<file path="src/rtl/i2s_tx.sv">
// i2s_tx: I2S slave transmitter. The codec drives SCLK/LRCLK, and stereo frames are queued in a FIFO.
// Build macro I2S_TX_HOLD_LAST_EN: on underrun, replay the last popped frame instead of sending zeros.
module i2s_tx #(
  parameter int DATA_W     = 16,
  parameter int FIFO_DEPTH = 8
) (
  input  logic                        clk,
  input  logic                        reset,
  input  logic                        enable,
  input  logic [2*DATA_W-1:0]         s_data,
  input  logic                        s_valid,
  output logic                        s_ready,
  input  logic                        sclk,
  input  logic                        lrclk,
  output logic                        sdata,
  output logic [$clog2(FIFO_DEPTH):0] fifo_level,
  output logic                        underrun
);

  // state       | meaning
  // ST_DISARMED | waiting for first SCLK fall after reset to capture LRCLK phase
  // ST_ARMED    | tracking channel starts and shifting bits out

  localparam int PTR_W = $clog2(FIFO_DEPTH);
  localparam int LVL_W = PTR_W + 1;
  localparam int CNT_W = $clog2(DATA_W + 1);
  localparam logic [LVL_W-1:0] LVL_FULL = LVL_W'(FIFO_DEPTH);
  localparam logic [CNT_W-1:0] CNT_END  = CNT_W'(DATA_W);

  typedef enum logic {ST_DISARMED, ST_ARMED} state_t;

  state_t              state_q, state_d;
  logic [2:0]          sclk_sync_q;
  logic [1:0]          lr_sync_q;
  logic                lr_prev_q, lr_prev_d;
  logic [CNT_W-1:0]    bit_cnt_q, bit_cnt_d;
  logic [DATA_W-1:0]   shift_q, shift_d;
  logic [DATA_W-1:0]   hold_q, hold_d;
  logic                sdata_q, sdata_d;
  logic                underrun_q, underrun_d;
  logic [LVL_W-1:0]    level_q, level_d;
  logic                s_ready_q, s_ready_d;
  logic [PTR_W-1:0]    wr_ptr_q, wr_ptr_d;
  logic [PTR_W-1:0]    rd_ptr_q, rd_ptr_d;
  logic [2*DATA_W-1:0] mem_q [FIFO_DEPTH];
`ifdef I2S_TX_HOLD_LAST_EN
  logic [2*DATA_W-1:0] last_q, last_d;
`endif

  logic                sclk_fall;
  logic                lr_now;
  logic                push;
  logic                pop;
  logic                fifo_empty;
  logic [2*DATA_W-1:0] rd_data;

  // lr_prev_q acts as the LRCLK edge-detect stage, sampled only on SCLK falls
  assign sclk_fall  = sclk_sync_q[2] & ~sclk_sync_q[1];
  assign lr_now     = lr_sync_q[1];
  assign push       = s_valid & s_ready_q;
  assign fifo_empty = (level_q == '0);
  assign rd_data    = mem_q[rd_ptr_q];

  always_comb begin
    state_d    = state_q;
    lr_prev_d  = lr_prev_q;
    bit_cnt_d  = bit_cnt_q;
    shift_d    = shift_q;
    hold_d     = hold_q;
    sdata_d    = sdata_q;
    underrun_d = 1'b0;
    pop        = 1'b0;
`ifdef I2S_TX_HOLD_LAST_EN
    last_d     = last_q;
`endif
    if (sclk_fall) begin
      case (state_q)
        ST_DISARMED: begin
          state_d   = ST_ARMED;
          lr_prev_d = lr_now;
        end
        ST_ARMED: begin
          if (lr_now != lr_prev_q) begin
            lr_prev_d = lr_now;
            bit_cnt_d = '0;
            if (!lr_now) begin
              if (enable && !fifo_empty) begin
                pop     = 1'b1;
                shift_d = rd_data[2*DATA_W-1:DATA_W];
                hold_d  = rd_data[DATA_W-1:0];
              end else if (enable) begin
                underrun_d = 1'b1;
`ifdef I2S_TX_HOLD_LAST_EN
                shift_d    = last_q[2*DATA_W-1:DATA_W];
                hold_d     = last_q[DATA_W-1:0];
`else
                shift_d    = '0;
                hold_d     = '0;
`endif
              end else begin
                shift_d = '0;
                hold_d  = '0;
              end
            end else begin
              shift_d = hold_q;
            end
          end else if (bit_cnt_q < CNT_END) begin
            sdata_d   = shift_q[DATA_W-1];
            shift_d   = shift_q << 1;
            bit_cnt_d = bit_cnt_q + CNT_W'(1);
          end else begin
            sdata_d = 1'b0;
          end
        end
      endcase
    end
`ifdef I2S_TX_HOLD_LAST_EN
    if (pop) last_d = rd_data;
`endif
  end

  always_comb begin
    wr_ptr_d = push ? wr_ptr_q + PTR_W'(1) : wr_ptr_q;
    rd_ptr_d = pop  ? rd_ptr_q + PTR_W'(1) : rd_ptr_q;
    case ({push, pop})
      2'b10:   level_d = level_q + LVL_W'(1);
      2'b01:   level_d = level_q - LVL_W'(1);
      default: level_d = level_q;
    endcase
    s_ready_d = (level_d != LVL_FULL);
  end

  always_ff @(posedge clk) begin
    if (reset) begin
      state_q     <= ST_DISARMED;
      sclk_sync_q <= '0;
      lr_sync_q   <= '0;
      lr_prev_q   <= 1'b0;
      bit_cnt_q   <= '0;
      shift_q     <= '0;
      hold_q      <= '0;
      sdata_q     <= 1'b0;
      underrun_q  <= 1'b0;
      level_q     <= '0;
      s_ready_q   <= 1'b1;
      wr_ptr_q    <= '0;
      rd_ptr_q    <= '0;
`ifdef I2S_TX_HOLD_LAST_EN
      last_q      <= '0;
`endif
    end else begin
      state_q     <= state_d;
      sclk_sync_q <= {sclk_sync_q[1:0], sclk};
      lr_sync_q   <= {lr_sync_q[0], lrclk};
      lr_prev_q   <= lr_prev_d;
      bit_cnt_q   <= bit_cnt_d;
      shift_q     <= shift_d;
      hold_q      <= hold_d;
      sdata_q     <= sdata_d;
      underrun_q  <= underrun_d;
      level_q     <= level_d;
      s_ready_q   <= s_ready_d;
      wr_ptr_q    <= wr_ptr_d;
      rd_ptr_q    <= rd_ptr_d;
`ifdef I2S_TX_HOLD_LAST_EN
      last_q      <= last_d;
`endif
    end
  end

  // storage is not reset; flushing is done by the pointers and level
  always_ff @(posedge clk) begin
    if (push && !reset) mem_q[wr_ptr_q] <= s_data;
  end

  assign sdata      = sdata_q;
  assign s_ready    = s_ready_q;
  assign fifo_level = level_q;
  assign underrun   = underrun_q;

endmodule
</file>
<file path="config.mk">
export PLATFORM = sky130hd
export DESIGN_NAME = i2s_tx
export DESIGN_NICKNAME = d
export VERILOG_FILES = /design/src/rtl/i2s_tx.sv
export SDC_FILE = /design/constraint.sdc
export NUM_CORES = 1
export LEC_CHECK = 0
export BUFFER_PORTS_ARGS = -buffer_cell sky130_fd_sc_hd__buf_2
export CAP_MARGIN = 30
export CORE_MARGIN = 2
export CORE_UTILIZATION = 55
export CTS_CLUSTER_SIZE = 8
export DETAILED_ROUTE_END_ITERATION = 16
export PLACE_DENSITY = 0.72
export SETUP_SLACK_MARGIN = 0.1
export SLEW_MARGIN = 15
export SYNTH_ARGS = -nofsm -noshare
export SYNTH_HDL_FRONTEND = slang
export SYNTH_SLANG_ARGS = --single-unit
</file>
<file path="constraint.sdc">
create_clock -name clk -period 5.1 [get_ports clk]
set_clock_uncertainty 0.2 [all_clocks]
set_input_delay 0.51 -clock clk [delete_from_list [all_inputs] [get_ports clk]]
set_output_delay 0.51 -clock clk [all_outputs]
set_load 0.03 [all_outputs]
</file>
==> reports/summary.txt <==
Min Hold Slack: 0.0187 ns
Most used DFF post-synth: edfxtp_1
Vias: 6,275
antenna viol nets, final: 0
IO Count: 45
R2R Setup Slk: 2.15 ns
# rows: 54
# resized after CTS: 0
CTS tree: yes
CP Class: flip-flop to flip-flop
most area-consuming cells after synthesis: edfxtp_1, mux4_2, dfxtp_1
Unique masters post-synth: 52
Worst-Skew Late Latency: 0.52 ns
first-pass GRT wire length: 37.8 mm
Final Hold Fails: 0
input/output buffers: 44
LEAKAGE: 4.52 nW
Least-Margin Pin Slew: 0.877 ns
unrepaired setup endpoints after global routing: false
vias in the first global route: 6,550
share of post-route cells with drive strength above 1: 0.269
yosys warns: 0
EDFF count, synth: 256
met2 Use GR: 0.349
Post-Synth XOR/XNOR Area: 0.00717
root buffer cell: clkbuf_16
die width: 153 um
Final GP Congestion: 0.833
crit path launch type: flip-flop
sequential area share after synthesis: 0.727
Slew HR: 0.415
DR iter-0 viols: 708
postcts setup bufs: 0
Filler cells: 1,443
Cells after Synth: 648
status: complete, no violations
total die area: 0.0234 mm^2
# setup viols final: 0
CTS Buf Count: 45
grt total ovfl: 0
Worst Setup EP: s_ready
Core Area: 0.0218 mm^2
multi-input logic area: 0.00318 mm^2
clock sink count: 316
Hold Crit Start: lrclk
Post-Syn Area: 0.0122 mm^2
# nets final: 764
largest net degree at the start of global routing: 46
Tcrit/Tclk final: 0.578
GRT busiest layer: met2
routed length per instance: 23.6 um
clock power share: 0.473
crit end category: flip-flop
worst r2r dst: s_ready
Max H-tree Level: 2
Post-Synth Adder-Cell Area: 0.00614
worst hold path class: primary input to flip-flop
crit path DAT: 3.13 ns
area leader, netlist: edfxtp_1
Global Route met1 Usage: 0.293
Int Pwr: 0.00458 W
initial antenna violation count: 1
GR Util All Layers: 0.211
area share of and/or/nand/nor cells after synthesis: 0.0351
Area Overhead vs Synth: 15.5%
drt total wl: 24.2 mm
post-synthesis compound-gate area fraction: 0.0703
Max Slew Vio Count: 0
clock transition at the registers of the reported paths: 0.05 ns
Initial DRT Pass Iterations: 8
Fmax: 0.339 GHz
Yosys reg bits: 316
initial core utilization: 0.560
Reg power frac: 0.500
Crit Path Max Fanout: 8
DR DRC count: 0
Comb pwr share: 0.027
max cap viols: 0
Synth async-reset ratio: 0
largest family of logic cells by synthesized area: multiplexers
DP HPWL: 13.9 mm
Power Total: 0.00568 W
Final TNS setup: 0 ns
syn_area_per_cell: 18.9 um^2
Critical Path RT: 5.28 ns
switching share of total power: 0.195
post-synth top area share: 0.629
Reg area: 0.00889 mm^2
Worst R2R Start: fifo_level[0]
syn nets: 692
vias per inst: 6.11
grt met3 use: 0.0454
sw power: 0.00111 W
Final min period: 2.95 ns
VDD IR max: 0.246 mV
clock buffer depth: 3
Worst R2R Path Depth: 9
Power Density: 403 mW/mm^2
Critical path origin: fifo_level[0]
mux share of post-synthesis cell area: 0.137
die height: 153 um
## power groups by stage
| stage | clock network (W) | logic (W) | registers (W) |
|---|---|---|---|
| after global routing | 0.00283 | 0.000167 | 0.00284 |
| after detailed placement | 0 | 0.000154 | 0.00289 |
| after floorplan | 0 | 0.0000762 | 0.00289 |
| final | 0.00269 | 0.000153 | 0.00284 |
| after CTS | 0.00273 | 0.000155 | 0.00284 |
| after global placement | 0 | 0.000146 | 0.00289 |
## cells in the mapped netlist, drive strengths merged (2+ instances only)
cell type	instances
o211ai	3
o21a	14
inv	5
xor2	6
a31oi	3
nand3b	3
nor3b	2
mux4	63
ha	6
edfxtp	256
and4b	2
o22ai	14
o2bb2ai	16
a21oi	16
nand3	4
nor2b	9
nand2b	6
nand2	6
a211oi	16
clkbuf	11
dfxtp	60
nor3	5
buf	26
and3b	2
nor2	33
a22oi	14
mux2i	23
xnor2	4
o21ai	2
mux2	2
a311oi	2
## what timing repair did
action	CTS	global route
hold endpoints to repair	1	0
hold buffers	1	0
endpoints found under the setup margin	0	0
## sequential cells by signal, indices dropped and copies added (netlist names), 2 cells and up, named ones only
register and cells:
mem_q 256, hold_q 16, shift_q 16, bit_cnt_q 5, fifo_level 4, rd_ptr_q 3
sclk_sync_q 3, wr_ptr_q 3, lr_sync_q 2
## cell usage in the layout (no fill, tap or decap), drive strengths merged, types with 3 or more instances in the layout
master,instances
xnor2,4
nand2b,6
nand2,6
mux4,63
dfxtp,60
clkbuf,71
mux2i,23
a211oi,16
nor2b,9
o21a,14
nor3,5
ha,6
xor2,6
o211ai,3
o2bb2ai,16
nand3b,3
edfxtp,256
nand3,4
nor2,33
o22ai,14
a21oi,16
inv,5
buf,61
a31oi,3
a22oi,14
## worst max-delay path: stages, from the launching register on
cell	delay, ns
dfxtp_1	0.52
nor4_4	0.13
nor3_1	0.52
ha_1	0.38
xor2_1	0.11
ha_1	0.20
a21oi_1	0.19
mux2i_1	0.24
xor2_1	0.22
o211ai_1	0.11
## stage by stage
step,std cells,area (um^2),setup slack (ns),utilization
4_1_cts,1025,14100,1.54,0.646
6_report,1027,14100,2.15,0.647
3_3_place_gp,950,12800,1.79,0.585
3_5_place_dp,951,12800,1.55,0.587
5_1_grt,1026,14100,1.91,0.647
2_1_floorplan,648,12200,1.10,-
## metal layers
metal,vias up,part of all wire
met5,-,0.00054
met3,27,0.055
li1,2794,-
met4,2,0.010
met1,3232,0.43
met2,220,0.50
## how the worst min path moves through the flow
stage	endpoint	slack [ns]	depth (start not counted)
6_report	lr_sync_q[0]	0.02	2
4_1_cts	lr_sync_q[0]	0.006	2
5_1_grt	lr_sync_q[0]	0.02	2
2_1_floorplan	lr_sync_q[1]	0.21	1
3_5_place_dp	sclk_sync_q[1]	0.25	1
3_3_place_gp	lr_sync_q[1]	0.25	1
## kinds of logic after synthesis
logic type,after synthesis
AND/OR/NAND/NOR,78
XOR/XNOR,10
AO/OA/AOI/OAI,108
adder cells (fa/ha/maj),6
flip-flops,316
multiplexers,88
buffers and inverters,42
## layout make-up
cell class / instances / share of cell area
Sequential cell: 316 / 0.630
Timing Repair Buffer: 62 / 0.0270
Tap cell: 280 / 0.0248
Multi-Input combinational cell: 290 / 0.225
Antenna cell: 1 / 0.000177
Clock inverter: 2 / 0.00328
Clock buffer: 71 / 0.0882
Inverter: 5 / 0.00133
No activity file was read; power rests on OpenSTA's default activity.
